File: config.mk
export PLATFORM = sky130hd
export DESIGN_NAME = trap_ctrl
export DESIGN_NICKNAME = d
export VERILOG_FILES = /design/src/rtl/trap_ctrl.sv
export SDC_FILE = /design/constraint.sdc
export NUM_CORES = 1
export LEC_CHECK = 0
export ABC_AREA = 1
export ABC_CLOCK_PERIOD_IN_PS = 1500
export CAP_MARGIN = 30
export CORE_UTILIZATION = 42
export DETAILED_ROUTE_END_ITERATION = 12
export PLACE_DENSITY = 0.82
export RECOVER_POWER = 100
export SLEW_MARGIN = 30
export SYNTH_ARGS = -nofsm -noshare
export SYNTH_HDL_FRONTEND = slang
export SYNTH_SLANG_ARGS = --single-unit
File: constraint.sdc
create_clock -name clk -period 1.5 [get_ports clk]
set_input_delay 0.3 -clock clk [delete_from_list [all_inputs] [get_ports clk]]
set_output_delay 0.3 -clock clk [all_outputs]
set_load 0.01 [all_outputs]
File: src/rtl/trap_ctrl.sv
// trap_ctrl: sequencer between the execute stage, the CSR file and the fetch unit.
// An ecall saves mepc/mcause and then reads mtvec. An mret reads mepc. Either path
// ends with a PC redirect handed to the IFU over a valid/ready handshake.
// Optional macro TRAP_MSTATUS_EN adds the mstatus save (ecall) and restore (mret) steps.
module trap_ctrl #(
    parameter int XLEN   = 32,
    parameter int CSR_AW = 12,
    parameter logic [CSR_AW-1:0] ADDR_MSTATUS = 12'h300,
    parameter logic [CSR_AW-1:0] ADDR_MTVEC   = 12'h305,
    parameter logic [CSR_AW-1:0] ADDR_MEPC    = 12'h341,
    parameter logic [CSR_AW-1:0] ADDR_MCAUSE  = 12'h342
) (
    input  logic              clk,
    input  logic              rst,
    input  logic              req_valid,
    output logic              req_ready,
    input  logic              req_type,
    input  logic [XLEN-1:0]   req_pc,
    input  logic [XLEN-1:0]   req_cause,
    output logic [CSR_AW-1:0] csr_raddr,
    input  logic [XLEN-1:0]   csr_rdata,
    output logic              csr_wen,
    output logic [CSR_AW-1:0] csr_waddr,
    output logic [XLEN-1:0]   csr_wdata,
    output logic              redir_valid,
    input  logic              redir_ready,
    output logic [XLEN-1:0]   redir_pc,
    output logic              busy
);

    localparam logic [2:0] S_IDLE       = 3'd0;
    localparam logic [2:0] S_SAVE_EPC   = 3'd1;
    localparam logic [2:0] S_SAVE_CAUSE = 3'd2;
    localparam logic [2:0] S_RD_TVEC    = 3'd3;
    localparam logic [2:0] S_RD_EPC     = 3'd4;
    localparam logic [2:0] S_REDIRECT   = 3'd5;
`ifdef TRAP_MSTATUS_EN
    localparam logic [2:0] S_SAVE_STATUS = 3'd6;
    localparam logic [2:0] S_RST_STATUS  = 3'd7;
`endif

    logic [2:0]      state;
    logic [XLEN-1:0] pc_q;
    logic [XLEN-1:0] cause_q;
    logic [XLEN-1:0] target_q;

    // CSR values are word aligned; the low two bits (mtvec mode, stray bits) are dropped
    logic [XLEN-1:0] rdata_aligned;
    assign rdata_aligned = {csr_rdata[XLEN-1:2], 2'b00};

    // Sequence state and latched request/target
    always_ff @(posedge clk) begin
        if (rst) begin
            state    <= S_IDLE;
            pc_q     <= '0;
            cause_q  <= '0;
            target_q <= '0;
        end else begin
            case (state)
                S_IDLE: begin
                    if (req_valid) begin
                        pc_q    <= req_pc;
                        cause_q <= req_cause;
`ifdef TRAP_MSTATUS_EN
                        state   <= req_type ? S_RST_STATUS : S_SAVE_EPC;
`else
                        state   <= req_type ? S_RD_EPC : S_SAVE_EPC;
`endif
                    end
                end
                S_SAVE_EPC: state <= S_SAVE_CAUSE;
`ifdef TRAP_MSTATUS_EN
                S_SAVE_CAUSE:  state <= S_SAVE_STATUS;
                S_SAVE_STATUS: state <= S_RD_TVEC;
                S_RST_STATUS:  state <= S_RD_EPC;
`else
                S_SAVE_CAUSE:  state <= S_RD_TVEC;
`endif
                S_RD_TVEC, S_RD_EPC: begin
                    target_q <= rdata_aligned;
                    state    <= S_REDIRECT;
                end
                S_REDIRECT: begin
                    if (redir_ready) state <= S_IDLE;
                end
                default: state <= S_IDLE;
            endcase
        end
    end

    // CSR port drive decoded from state; writes are suppressed while reset is held
    // so an aborted sequence cannot land a partial save in the CSR file
    always_comb begin
        csr_wen   = 1'b0;
        csr_waddr = '0;
        csr_wdata = '0;
        csr_raddr = '0;
        case (state)
            S_SAVE_EPC: begin
                csr_wen   = 1'b1;
                csr_waddr = ADDR_MEPC;
                csr_wdata = {pc_q[XLEN-1:2], 2'b00};
            end
            S_SAVE_CAUSE: begin
                csr_wen   = 1'b1;
                csr_waddr = ADDR_MCAUSE;
                csr_wdata = cause_q;
            end
`ifdef TRAP_MSTATUS_EN
            // Trap entry: MPIE <= MIE, MIE <= 0, MPP <= M
            S_SAVE_STATUS: begin
                csr_raddr     = ADDR_MSTATUS;
                csr_wen       = 1'b1;
                csr_waddr     = ADDR_MSTATUS;
                csr_wdata     = csr_rdata;
                csr_wdata[7]  = csr_rdata[3];
                csr_wdata[3]  = 1'b0;
                csr_wdata[12:11] = 2'b11;
            end
            // Trap return: MIE <= MPIE, MPIE <= 1, MPP stays M
            S_RST_STATUS: begin
                csr_raddr     = ADDR_MSTATUS;
                csr_wen       = 1'b1;
                csr_waddr     = ADDR_MSTATUS;
                csr_wdata     = csr_rdata;
                csr_wdata[3]  = csr_rdata[7];
                csr_wdata[7]  = 1'b1;
                csr_wdata[12:11] = 2'b11;
            end
`endif
            S_RD_TVEC: csr_raddr = ADDR_MTVEC;
            S_RD_EPC:  csr_raddr = ADDR_MEPC;
            default: ;
        endcase
        if (rst) begin
            csr_wen   = 1'b0;
            csr_waddr = '0;
            csr_wdata = '0;
        end
    end

    assign req_ready   = (state == S_IDLE);
    assign busy        = (state != S_IDLE);
    assign redir_valid = (state == S_REDIRECT);
    assign redir_pc    = (state == S_REDIRECT) ? target_q : '0;

endmodule

After elaboration in Yosys (flattened, before gate mapping):

Cells that the tools add are included.

* bits in registers: 97
* output and inout port bits: 92
* logic and storage cells: 29

* equality and inequality tests: 7
* mux-type cells: 12
* reduce and logical (&&, ||, !) cells: 6

Operator list (count)
* 2-to-1 mux 32 bit: 2
* one-hot mux 32 bit (2 select lines): 1
* one-hot mux 10 bit (2 select lines): 2
* one-hot mux 3 bit (5 select lines): 1
* 2-to-1 mux 12 bit: 1
* 2-to-1 mux 3 bit: 3
* equality test 3 x 2 -> 1 bit, second input constant: 2
* equality test 3 bit, second input constant: 2
* AND reduction 2 bit: 2
* OR reduction 2 bit: 2
* equality test 3 x 1 -> 1 bit, second input constant: 1
* zero test 3 bit: 1
* nonzero test 3 bit: 1
* 2-to-1 mux 1 bit: 2
* inequality test 2 x 1 -> 1 bit, second input constant: 1
* inequality test 2 bit, second input constant: 1

Depth between registers and ports, before layout:

Gate-level depths: netlist (run 1).

* depth in word-level cells: 4
* gate-level depth with buffers: 8
* mapped depth without buffers: 7

Worst setup path before layout (run 1):

OpenSTA, ideal clock, no wires.

* path kind: reg-to-output
* start: register state[1]
* end: output csr_wdata[22]
* arrival time: 1.118 ns
* required time: 1.200 ns
* slack: 0.082 ns
* stages on the path, launching flop included: 8
* path through: dfxtp_1 -> inv_1 -> nor2_1 -> nand2_1 -> inv_2 -> buf_6 -> nand2_1 -> nand2_1

* word-level cells in the longest chain between the ends: 3
* elaborated cells on any way between the ends: 4

Ends and longest elaborated chain
* from (decl): line 42 `logic [2:0] state;`
* from (signal assigned): line 67 `state <= req_type ? S_RD_EPC : S_SAVE_EPC;`
* equality test 3 x 2 -> 1 bit or equality test 3 x 1 -> 1 bit (tied branches): line 98 `case (state)`
* one-hot mux 32 bit (2 select lines) *: line 98
* 2-to-1 mux 32 bit *: line 135 `if (rst) begin`
* to (decl): line 24 `output logic [XLEN-1:0] csr_wdata,`

Every way passes the cells marked *; elsewhere a longest branch is shown, timed or not.

Final worst setup path (run 1):

* start: register state[2]
* end: output csr_wdata[4]

Same word-level chain as after synthesis.

==> flow_metrics.py, run 1 <==
metrics = {
    "run_status": {
        "status": "finished with violations",
        "violations": "negative setup slack",
    },
    "global_routing": {
        "antenna_found_initial": 0,
        "grt_start_max_net_pins": 95,
        "grt_usage": 0.268,
        "grt_pass1_vias": 4914,
        "grt_pass1_wl_mm": 23.6,
        "grt_overflow": 0,
    },
    "layout": {
        "nets": 946,
        "fin_util": 0.863,
        "fin_area_sq_um": 8550,
        "antennaDiodeCount": 0,
        "syn2layout_area_growth_pct": 95.7,
        "drive_gt1_frac": 0.474,
        "finalNonFillerCells": 983,
    },
    "timing": {
        "fmax_mhz": 493,
        "post-route-period-util": 1.35,
        "worst_pin_slew_ns": 1.37,
        "setup_viol_count_final": 141,
        "hold_viol": 0,
        "fin_crit_ns": 2.03,
        "tns_ns": -33.88,
        "fin_ws_ns": -0.530,
        "relSlewSlack": 0.0864,
        "rsz0062_at_grt": "true",
        "fin_skew_ns": 0.0201,
        "slew_violations": 0,
    },
    "synth": {
        "netlist_area_sq_um": 4370,
        "synth_simple_gate_area_share": 0.316,
        "synthAdderAreaFrac": 0,
        "synthCells": 635,
        "synth_top_family_by_area": "simple AND/OR/NAND/NOR gates",
        "synth_top_area_share": 0.435,
        "synth.avg_cell_area_sq_um": 6.88,
        "synth.area.top_cells": "dfxtp_1 44%, nand2_1 17%, nand3_1 11%",
        "ys_seq_area_frac": 0.435,
        "ys_ff_latch": 95,
        "synth_compound_area_frac": 0.108,
        "synth-xor-area-share": 0,
        "ys_warn_count": 0,
        "yosysUniqueCellTypes": 17,
        "yosysTopAreaCell": "dfxtp_1",
        "synth.area.mux_share": 0,
    },
    "power": {
        "leakage_nw": 3.51,
        "power_frac_seq": 0.302,
        "switching_share": 0.396,
        "power_density_nw_per_um2": 1300,
        "comb_power_share": 0.551,
        "p_int_mw": 6.72,
        "power.net_switching_mw": 4.40,
        "max-vdd-ir-drop_mv": 0.749,
        "pwr-share-clk": 0.147,
    },
    "routing": {
        "drc": 0,
        "num_vias": 5520,
        "via_per_inst": 5.62,
        "drt_iter0_markers": 379,
        "drt_pass1_iterations": 4,
        "routed_wl_mm": 20.7,
        "ant_nets": 0,
        "routedWlPerCell_microns": 21.0,
    },
    "hold_path": {
        "hp-class": "in2reg",
    },
    "setup_path": {
        "worstSetupEndpointType": "output port",
        "cp-start-kind": "flop",
        "required_ns": 1.20,
        "path_class": "reg2out",
        "crit_fanout": 5,
        "arrival_ns": 1.73,
    },
    "clock_network": {
        "clock_latency_ns": 0.36,
        "cts.path.max_buffers": 2,
        "cts_buffers": 9,
        "root_buffer": "clkbuf_8",
        "tritoncts": "yes",
        "cts.clk_slew.worst_paths_ns": 0.11,
        "cts_num_sinks": 95,
        "htree_levels": 3,
    },
    "place": {
        "dpl.hpwl_mm": 8.74,
        "gp_congestion": 0.836,
        "dp.cells": 913,
        "io_buffers": 172,
        "dp_slack_ns": -0.408,
        "dpl-instance-area_sq_um": 6140,
    },
    "flow_run": {
        "maxCapViolations": 0,
    },
    "floorplan": {
        "dieArea_sq_um": 10800,
        "die_w_microns": 104,
        "start_util": 0.441,
        "rows": 36,
        "die-height_microns": 104,
        "core_sq_um": 9910,
        "num_io_pins": 193,
    },
}
logic make-up (layout without fill, tap and decap cells):
group,count (synthesis),count (layout)
AO/OA/AOI/OAI,94,94
other,1,16
AND/OR/NAND/NOR,331,332
buffers and inverters,114,313
flip-flops,95,95
state kept, by name (all words and copies together), names as in the netlist:
register	flops
pc_q	30
cause_q	32
state	3
target_q	30
layout by cell type (no fill, tap or decap), types with 25 or more instances in the layout:
master,synthesis,layout
nand2_1,193,108
clkdlybuf4s50_1,0,94
dfxtp_1,95,92
buf_6,7,76
nand3_1,95,62
a21oi_2,0,60
nand2_4,0,43
nand2_2,1,41
inv_1,42,35
a21oi_1,94,34
nor2_4,1,29
buf_2,14,25
critical path, cell delays in order, from the launching register on:
cell and delay, ns:
dfxtp_2 0.34, inv_2 0.07, nand2_2 0.07, nor2_1 0.14, nand2_1 0.11, inv_2 0.12, buf_12 0.13, clkbuf_16 0.14
nand2_1 0.07, nand2_1 0.08, buf_2 0.13
layer usage:
metal / wire [microns] / GRT usage / vias up / part of all wire
li1: - / - / 2413 / -
met1: 7200 / 0.310 / 2631 / 0.35
met2: 10700 / 0.483 / 380 / 0.52
met3: 1600 / 0.0583 / 96 / 0.077
met4: 1150 / 0.0990 / 0 / 0.056
met5: 0 / 0 / - / 0
through the flow:
step | total power, mW | hold WS (ns)
global route | 11.5 | 0.392
CTS | 8.43 | 0.322
floorplan | 5.01 | 0.439
global placement | 5.84 | 0.448
detailed placement | 5.95 | 0.452
finish | 11.1 | 0.388
worst paths after layout:
| check | end | startpoint | depth (start not counted) | slack, ns |
|---|---|---|---|---|
| worst min register to register | cause_q[3] | cause_q[3] | 2 | 0.48 |
| worst min-delay path | cause_q[30] | req_valid | 3 | 0.39 |
| worst max register to register | pc_q[17] | state[1] | 9 | -0.16 |
| worst max-delay path | csr_wdata[4] | state[2] | 10 | -0.53 |
synth_stat cells:
cell type,count
nor2_4,1
inv_1,42
clkbuf_1,14
dfxtp_1,95
a21oi_1,94
buf_2,14
buf_4,31
nand3_1,95
nand2_2,1
nand3_2,1
nor3_1,1
buf_6,7
nand2_1,193
inv_2,2
nor2_1,39
buf_1,4
conb_1,1
power by group through the flow:
stage / Clock [mW] / Sequential, mW / Combinational (mW)
2_1_floorplan: 0 / 3.17 / 1.83
3_3_place_gp: 0 / 3.20 / 2.65
3_5_place_dp: 0 / 3.22 / 2.73
4_1_cts: 1.60 / 3.17 / 3.66
5_1_grt: 1.73 / 3.38 / 6.35
6_report: 1.63 / 3.35 / 6.13
final cells by class:
type | count | area [sq um]
Inverter | 44 | 170
Clock buffer | 12 | 155
Timing Repair Buffer | 253 | 2990
Sequential cell | 95 | 1910
Fill cell | 510 | 1360
Tap cell | 133 | 166
Multi-Input combinational cell | 442 | 3130
Clock inverter | 4 | 28.8
timing repair:
item                                    CTS  global route
endpoints found under the setup margin   89           168
buffers inserted                         23            15
hold buffers                              0             0
endpoints found under the hold margin     0             0
resized for setup                       410           334
gates cloned                              9            18
pin swaps                                21            62
No activity file was read; power rests on OpenSTA's default activity.
==> inputs of run 2 (changes only) <==
--- a/config.mk
+++ b/config.mk
@@ -10,6 +10,7 @@
 export CAP_MARGIN = 30
 export CORE_UTILIZATION = 42
 export DETAILED_ROUTE_END_ITERATION = 12
+export GPL_ROUTABILITY_DRIVEN = 0
 export PLACE_DENSITY = 0.82
 export RECOVER_POWER = 100
 export SLEW_MARGIN = 30
==> results of run 2 <==
No change in the layout: final DEF, timing and power equal those of run 1.
==> inputs of run 3 (changes only) <==
--- a/config.mk
+++ b/config.mk
@@ -10,7 +10,7 @@
 export CAP_MARGIN = 30
 export CORE_UTILIZATION = 42
 export DETAILED_ROUTE_END_ITERATION = 12
-export GPL_ROUTABILITY_DRIVEN = 0
+export GPL_ROUTABILITY_DRIVEN = 1
 export PLACE_DENSITY = 0.82
 export RECOVER_POWER = 100
 export SLEW_MARGIN = 30
==> results of run 3 <==
No change in the layout: final DEF, timing and power equal those of run 1.
